===== src/rtl/gsim_host_pkg.sv =====
// Shared constants and state encoding for the Gauss-Seidel host interface.
package gsim_host_pkg;

  localparam int N       = 16;
  localparam int B_W     = 16;
  localparam int X_W     = 32;
  localparam int TIMEOUT = 2047;

  localparam int IDX_W = 4;
  localparam int TMR_W = 11;

  localparam logic [IDX_W-1:0] IDX_LAST  = IDX_W'(N - 1);
  localparam logic [TMR_W-1:0] TMR_MAX   = TMR_W'(TIMEOUT);
  localparam logic [TMR_W-1:0] TMR_ABORT = TMR_W'(TIMEOUT - 1);

  typedef enum logic [2:0] {
    S_IDLE    = 3'd0,
    S_LOAD    = 3'd1,
    S_SEND    = 3'd2,
    S_WAIT    = 3'd3,
    S_CAPTURE = 3'd4,
    S_DRAIN   = 3'd5
  } state_t;

endpackage


===== src/rtl/gsim_vec_buf.sv =====
// N-entry register file: one write port, one registered read port.
module gsim_vec_buf #(
  parameter int W     = 16,
  parameter int DEPTH = 16,
  parameter int AW    = 4
) (
  input  logic          i_clk,
  input  logic          i_reset,
  input  logic          i_wr_en,
  input  logic [AW-1:0] i_wr_addr,
  input  logic [W-1:0]  i_wr_data,
  input  logic [AW-1:0] i_rd_addr,
  output logic [W-1:0]  o_rd_data
);

  logic [W-1:0] r_mem [DEPTH];
  logic [W-1:0] r_rd_data;

  // Storage write; contents need no reset because every entry is rewritten before use.
  always_ff @(posedge i_clk) begin
    if (i_wr_en) begin
      r_mem[i_wr_addr] <= i_wr_data;
    end
  end

  // Registered read so the caller presents the address one cycle ahead.
  always_ff @(posedge i_clk) begin
    if (!i_reset) begin
      r_rd_data <= '0;
    end else begin
      r_rd_data <= r_mem[i_rd_addr];
    end
  end

  assign o_rd_data = r_rd_data;

endmodule


===== src/rtl/gsim_host.sv =====
// Host side of the solver link: buffer b, burst it to the solver, capture x, drain x.
module gsim_host
  import gsim_host_pkg::*;
(
  input  logic           i_clk,
  input  logic           i_reset,
  input  logic           i_s_valid,
  output logic           o_s_ready,
  input  logic [B_W-1:0] i_s_data,
  output logic           o_in_en,
  output logic [B_W-1:0] o_b_in,
  input  logic           i_out_valid,
  input  logic [X_W-1:0] i_x_out,
  output logic           o_m_valid,
  input  logic           i_m_ready,
  output logic [X_W-1:0] o_m_data,
  output logic           o_m_last,
  output logic           o_busy,
  output logic           o_timeout_err,
  output logic           o_proto_err
);

  state_t             r_state;
  state_t             w_next_state;
  logic [IDX_W-1:0]   r_idx;
  logic [IDX_W-1:0]   w_idx_next;
  logic [TMR_W-1:0]   r_timer;
  logic               r_cap_en;
  logic               r_timeout_err;
  logic               r_proto_err;

  logic               w_idx_last;
  logic               w_timeout_hit;
  logic               w_proto_hit;
  logic               w_s_ready;
  logic               w_in_en;
  logic               w_m_valid;
  logic               w_b_wr_en;
  logic               w_x_wr_en;
  logic [IDX_W-1:0]   w_b_rd_addr;
  logic [IDX_W-1:0]   w_x_rd_addr;
  logic [B_W-1:0]     w_b_rd_data;
  logic [X_W-1:0]     w_x_rd_data;

  assign w_idx_last    = (r_idx == IDX_LAST);
  assign w_timeout_hit = (r_state == S_WAIT) && !i_out_valid && (r_timer == TMR_ABORT);
  assign w_proto_hit   = i_out_valid && (r_state != S_WAIT) && (r_state != S_CAPTURE);

  gsim_vec_buf #(.W(B_W), .DEPTH(N), .AW(IDX_W)) u_bbuf (
    .i_clk     (i_clk),
    .i_reset   (i_reset),
    .i_wr_en   (w_b_wr_en),
    .i_wr_addr (r_idx),
    .i_wr_data (i_s_data),
    .i_rd_addr (w_b_rd_addr),
    .o_rd_data (w_b_rd_data)
  );

  gsim_vec_buf #(.W(X_W), .DEPTH(N), .AW(IDX_W)) u_xbuf (
    .i_clk     (i_clk),
    .i_reset   (i_reset),
    .i_wr_en   (w_x_wr_en),
    .i_wr_addr (r_idx),
    .i_wr_data (i_x_out),
    .i_rd_addr (w_x_rd_addr),
    .o_rd_data (w_x_rd_data)
  );

  // State register.
  always_ff @(posedge i_clk) begin
    if (!i_reset) begin
      r_state <= S_IDLE;
    end else begin
      r_state <= w_next_state;
    end
  end

  // Next state, index sequencing, buffer strobes and read-ahead addresses.
  always_comb begin
    w_next_state = r_state;
    w_idx_next   = r_idx;
    w_s_ready    = 1'b0;
    w_in_en      = 1'b0;
    w_m_valid    = 1'b0;
    w_b_wr_en    = 1'b0;
    w_x_wr_en    = 1'b0;
    w_b_rd_addr  = '0;
    w_x_rd_addr  = '0;
    case (r_state)
      S_IDLE: begin
        w_idx_next   = '0;
        w_next_state = S_LOAD;
      end
      S_LOAD: begin
        w_s_ready = 1'b1;
        if (i_s_valid) begin
          w_b_wr_en = 1'b1;
          if (w_idx_last) begin
            w_idx_next   = '0;
            w_next_state = S_SEND;
          end else begin
            w_idx_next = r_idx + IDX_W'(1);
          end
        end
      end
      S_SEND: begin
        w_in_en     = 1'b1;
        w_b_rd_addr = r_idx + IDX_W'(1);
        if (w_idx_last) begin
          w_idx_next   = '0;
          w_next_state = S_WAIT;
        end else begin
          w_idx_next = r_idx + IDX_W'(1);
        end
      end
      S_WAIT: begin
        w_idx_next = '0;
        if (i_out_valid) begin
          w_next_state = S_CAPTURE;
        end else if (w_timeout_hit) begin
          w_next_state = S_IDLE;
        end
      end
      S_CAPTURE: begin
        if (r_cap_en) begin
          w_x_wr_en = 1'b1;
          if (w_idx_last) begin
            w_idx_next   = '0;
            w_next_state = S_DRAIN;
          end else begin
            w_idx_next = r_idx + IDX_W'(1);
          end
        end
      end
      S_DRAIN: begin
        w_m_valid   = 1'b1;
        w_x_rd_addr = r_idx;
        if (i_m_ready) begin
          w_x_rd_addr = r_idx + IDX_W'(1);
          if (w_idx_last) begin
            w_idx_next   = '0;
            w_next_state = S_IDLE;
          end else begin
            w_idx_next = r_idx + IDX_W'(1);
          end
        end
      end
      default: begin
        w_idx_next   = '0;
        w_next_state = S_IDLE;
      end
    endcase
  end

  // Index, WAIT timer and the one-cycle delayed capture enable.
  always_ff @(posedge i_clk) begin
    if (!i_reset) begin
      r_idx    <= '0;
      r_timer  <= '0;
      r_cap_en <= 1'b0;
    end else begin
      r_idx    <= w_idx_next;
      r_cap_en <= i_out_valid;
      if (r_state == S_WAIT) begin
        if (r_timer != TMR_MAX) begin
          r_timer <= r_timer + TMR_W'(1);
        end
      end else begin
        r_timer <= '0;
      end
    end
  end

  // Sticky error flags, cleared only by reset.
  always_ff @(posedge i_clk) begin
    if (!i_reset) begin
      r_timeout_err <= 1'b0;
      r_proto_err   <= 1'b0;
    end else begin
      if (w_timeout_hit) begin
        r_timeout_err <= 1'b1;
      end
      if (w_proto_hit) begin
        r_proto_err <= 1'b1;
      end
    end
  end

  assign o_s_ready     = w_s_ready;
  assign o_in_en       = w_in_en;
  assign o_b_in        = w_in_en ? w_b_rd_data : '0;
  assign o_m_valid     = w_m_valid;
  assign o_m_data      = w_m_valid ? w_x_rd_data : '0;
  assign o_m_last      = w_m_valid && w_idx_last;
  assign o_busy        = (r_state != S_IDLE);
  assign o_timeout_err = r_timeout_err;
  assign o_proto_err   = r_proto_err;

endmodule


===== config.mk =====
export PLATFORM = sky130hd
export DESIGN_NAME = gsim_host
export DESIGN_NICKNAME = d
export VERILOG_FILES = /design/src/rtl/gsim_host_pkg.sv /design/src/rtl/gsim_vec_buf.sv /design/src/rtl/gsim_host.sv
export SDC_FILE = /design/constraint.sdc
export NUM_CORES = 1
export LEC_CHECK = 0
export CORE_MARGIN = 5
export CORE_UTILIZATION = 25
export CTS_CLUSTER_SIZE = 28
export DETAILED_ROUTE_END_ITERATION = 16
export HOLD_SLACK_MARGIN = 0.05
export MAX_ROUTING_LAYER = met4
export PLACE_DENSITY = 0.37
export SLEW_MARGIN = 20
export SYNTH_ARGS = -nofsm -noshare
export SYNTH_HDL_FRONTEND = slang
export SYNTH_SLANG_ARGS = --single-unit

===== constraint.sdc =====
create_clock -name i_clk -period 4.95 [get_ports i_clk]
set_clock_uncertainty 0.05 [all_clocks]
set_input_delay 0.99 -clock i_clk [delete_from_list [all_inputs] [get_ports i_clk]]
set_output_delay 0.99 -clock i_clk [all_outputs]
set_load 0.03 [all_outputs]

==> results.md <==
* Post-synth EDFFs at roughly 770
* Via count of the first global-routing pass at 19500
* Cell taking the most area after synthesis: edfxtp_1
* Clock sink total at 837
* Core Region at ~130000 sq um
* Die area at 138000 sq um
* DP HPWL at 54500 microns
* Arr. time, crit path at 3290 ps
* Clock share of power at between 40% and 50%
* Vias/cell at about 4.7
* P per Cell Area at 398 nW/um^2
* Post-Synth XOR/XNOR Area at 0.318%
* Fmax at 231 MHz
* Switching Share at 22.3%
* Final WL at 97200 microns
* Main combinational cell family by area after synthesis: compound AO/OA/AOI/OAI gates
* Post-CTS setup buffer count at 0
* Sequential share of the synthesized area at 74.8%
* CP bufs+invs at 3
* Area share of fa/ha/maj cells after synthesis at 0.230%
* Slowest CP cell: clkdlybuf4s50_1
* Critical Path Max Stage Delay at between 700 and 800 ps
* Final Setup Violations at 0
* Worst Tran Pin Value at about 1100 ps
* Cells after synthesis at 2050
* Crit Path Max Fanout at 81
* Top Ports at approximately 110
* Sequential power share at about 50%
* Syn Area/Cell at 16.0 sq um
* Remaining global-route overflow at 0
* Setup slack, reg-to-reg at 1290 ps
* Post-synthesis mux area share at between 5 and 6%
* Status: finished, final reports clean
* Top cell type's share of synthesized area at 70.5%
* Cell family with most CP delay: buffers and inverters
* Antenna-violating nets left at 0
* IO Port Bufs at 107
* Starting Density at 25.2%
* Static leakage at 12.4 nW
* Post-DP Area at 36200 sq um
* Share of layout cells above drive strength 1 at between 10% and 20%
* RSZ-0062 raised after global routing: false
* Worst vdd rail ir drop at 255 uV
* Main synth FF type: edfxtp_1
* Most common cell after layout, fill and taps aside: edfxtp_1
* Most frequent cells in the layout: 768 x edfxtp_1, 129 x a211oi_1, 107 x clkdlybuf4s50_1
* Post-CTS resize count at 0
* Worst reg-to-reg path cell count at 9
* # fillers at approximately 13000
* Root Driver: clkbuf_16
* Distinct cells, synth at 54
* Dominant cells by area after synthesis: edfxtp_1 71%, dfxtp_1 4.2%, a211oi_1 3.0%
* First-pass iteration count of the detailed router at 5
* Remaining DRCs at 0
* Max Cap Viol at 0
* CP Launch Type: flop
* Reg-to-reg startpoint: r_state[0]
* Final nets at 2237
* Drt initial violations at 1294
* Num CTS Buffers at 97
* Cell-internal power at 12.1 mW
* Std cell rows at between 100 and 150
* Warnings from Yosys at 0
* CTS H-Tree Depth at 3
* Clock slew at reported path FFs at 60 ps
* Post-synthesis compound-gate area fraction at 10.7%
* DR WL/cell at 24.3 microns
* Design Area, Final at 39300 sq um
* Area growth from synthesis to layout at 20.2%
* Post-synthesis instance area at 32700 sq um
* Pin count of the biggest net entering global routing at 82
* Hold_buf cts at 0
* Final min period at around 4300 ps
* Via count at 18900
* Setup CP Type: flop to primary output
* Crit path from: r_state[0]
* Worst hold path class: flop to flop
* Worst EP required at ~3900 ps
* Period utilization at 87.5%
* First-pass GRT wire length at 140000 microns
* Simple-gate portion of the synthesized area at 6.47%
* Clock tree buffer depth at 3
* Gr usage total at 14.3%
* Worst skew pair latency at 680 ps
* Logic pwr share at 6.1%
* FF+latch count, synth at 837
* Initial antenna violation count at 7
* R2r endpoint: u_xbuf.o_rd_data[8]
* Gpl congestion at 0.722
* Critical path endpoint category: primary output
* Synth async-reset ratio at 0%
* Psw at approximately 3.5 mW
* Logic depth of the worst setup path including buffers at 5
* Die Ht at 372 microns
* Syn Nets at 2109
* Setup TNS at 0 ps
* TritonCTS clock tree: done
* Die W at 372 microns
* CP endpoint: o_m_data[2]
* Max-slew violation count at 0
* Final Hold Fails at 0
* Total power at 15.6 mW
* Relative slew slack at 26.8%
* Multi-input gate area at 7780 sq um
* Cells along the critical path: nand3b_1 > buf_4 > inv_6 > and2_1 > clkdlybuf4s50_1
* Register Area at 24400 sq um
sequential cells by signal, indices dropped and copies added, names as in the netlist:
| name | flops |
|---|---|
| r_state | 3 |
| u_bbuf.r_mem | 256 |
| r_cap_en | 1 |
| o_proto_err | 1 |
| o_timeout_err | 1 |
| u_xbuf.o_rd_data | 32 |
| u_xbuf.r_mem | 512 |
| u_bbuf.o_rd_data | 16 |
| r_timer | 11 |
| r_idx | 4 |
worst min path at each step:
stage | start | to | slack (ps) | cells after the start
after floorplan | r_timer[10] | r_timer[10] | 380 | 2
after global placement | r_timer[10] | r_timer[10] | 390 | 2
after detailed placement | r_timer[10] | r_timer[10] | 430 | 2
after CTS | r_timer[10] | r_timer[10] | 440 | 2
after global routing | r_timer[10] | r_timer[10] | 520 | 2
final | r_timer[10] | r_timer[10] | 430 | 2
worst min-delay path: stages (launching register included):
cell and delay (ps):
dfxtp_1 330, a41oi_1 50, nor2_1 70
power groups by stage:
stage / Combinational, mW / Sequential [mW] / Clock, mW
global placement: 0.970 / 7.96 / 0
global route: 1.04 / 7.81 / 7.37
detailed placement: 0.978 / 7.96 / 0
floorplan: 0.538 / 7.93 / 0
finish: 0.954 / 7.81 / 6.87
CTS: 0.981 / 7.81 / 7.09
through the flow:
step / instances / setup WS [ps] / hold WS [ps] / utilization (%)
after floorplan: 2050 / 1510 / 382 / -
after global placement: 3820 / 985 / 393 / 27.9
after detailed placement: 3820 / 880 / 426 / 27.9
after CTS: 3999 / 479 / 442 / 30.3
after global routing: 4003 / 404 / 516 / 30.3
final: 4004 / 619 / 434 / 30.3
cells by family (layout without fill, tap and decap cells):
group / count (synthesis) / in the layout
flops: 837 / 837
compound gates: 498 / 498
simple gates: 388 / 388
buf+inv: 163 / 371
mux: 147 / 147
xor+xnor: 11 / 11
fa+ha+maj: 6 / 6
other cells: 0 / 4
cell usage after synthesis (2+ instances only):
cell and instances:
a221oi_1 16, a31oi_1 19, o21ai_0 102, buf_1 5, xor2_1 9, a21oi_1 45
nor2_1 39, o32ai_1 33, and2_1 66, dfxtp_1 69, or3_1 2, o21a_1 4
nand2_1 78, and4_1 2, edfxtp_1 768, buf_6 4, a311oi_1 17, a221o_1 16
and3_1 97, o211ai_1 32, mux2_2 65, nor3b_1 3, a32o_1 32, mux4_2 16
buf_2 41, a211oi_1 129, clkbuf_1 105, nor2b_1 34, ha_1 6, mux2i_1 66
nand2b_1 4, inv_1 7, nand3_1 42, o22ai_1 32, nand4_1 5, nor3_1 7
a21o_1 16
cell type report:
| class | count | share of cell area (%) |
|---|---|---|
| antenna | 4 | 0.0255 |
| clock buffer | 149 | 7.21 |
| clock inverter | 30 | 0.640 |
| inverter | 7 | 0.0796 |
| multi-input combinational | 1050 | 19.8 |
| sequential | 837 | 62.2 |
| tap | 1742 | 5.54 |
| timing repair buffer | 185 | 4.52 |
per-layer routing:
layer	up-vias	global-route usage (%)	routed length, microns
li1	8466	-	-
met1	9873	19.3	45600
met2	416	22.7	45800
met3	130	2.05	3880
met4	0	3.76	1920
met5	-	-	0
Power figures use the tool's default switching activity.
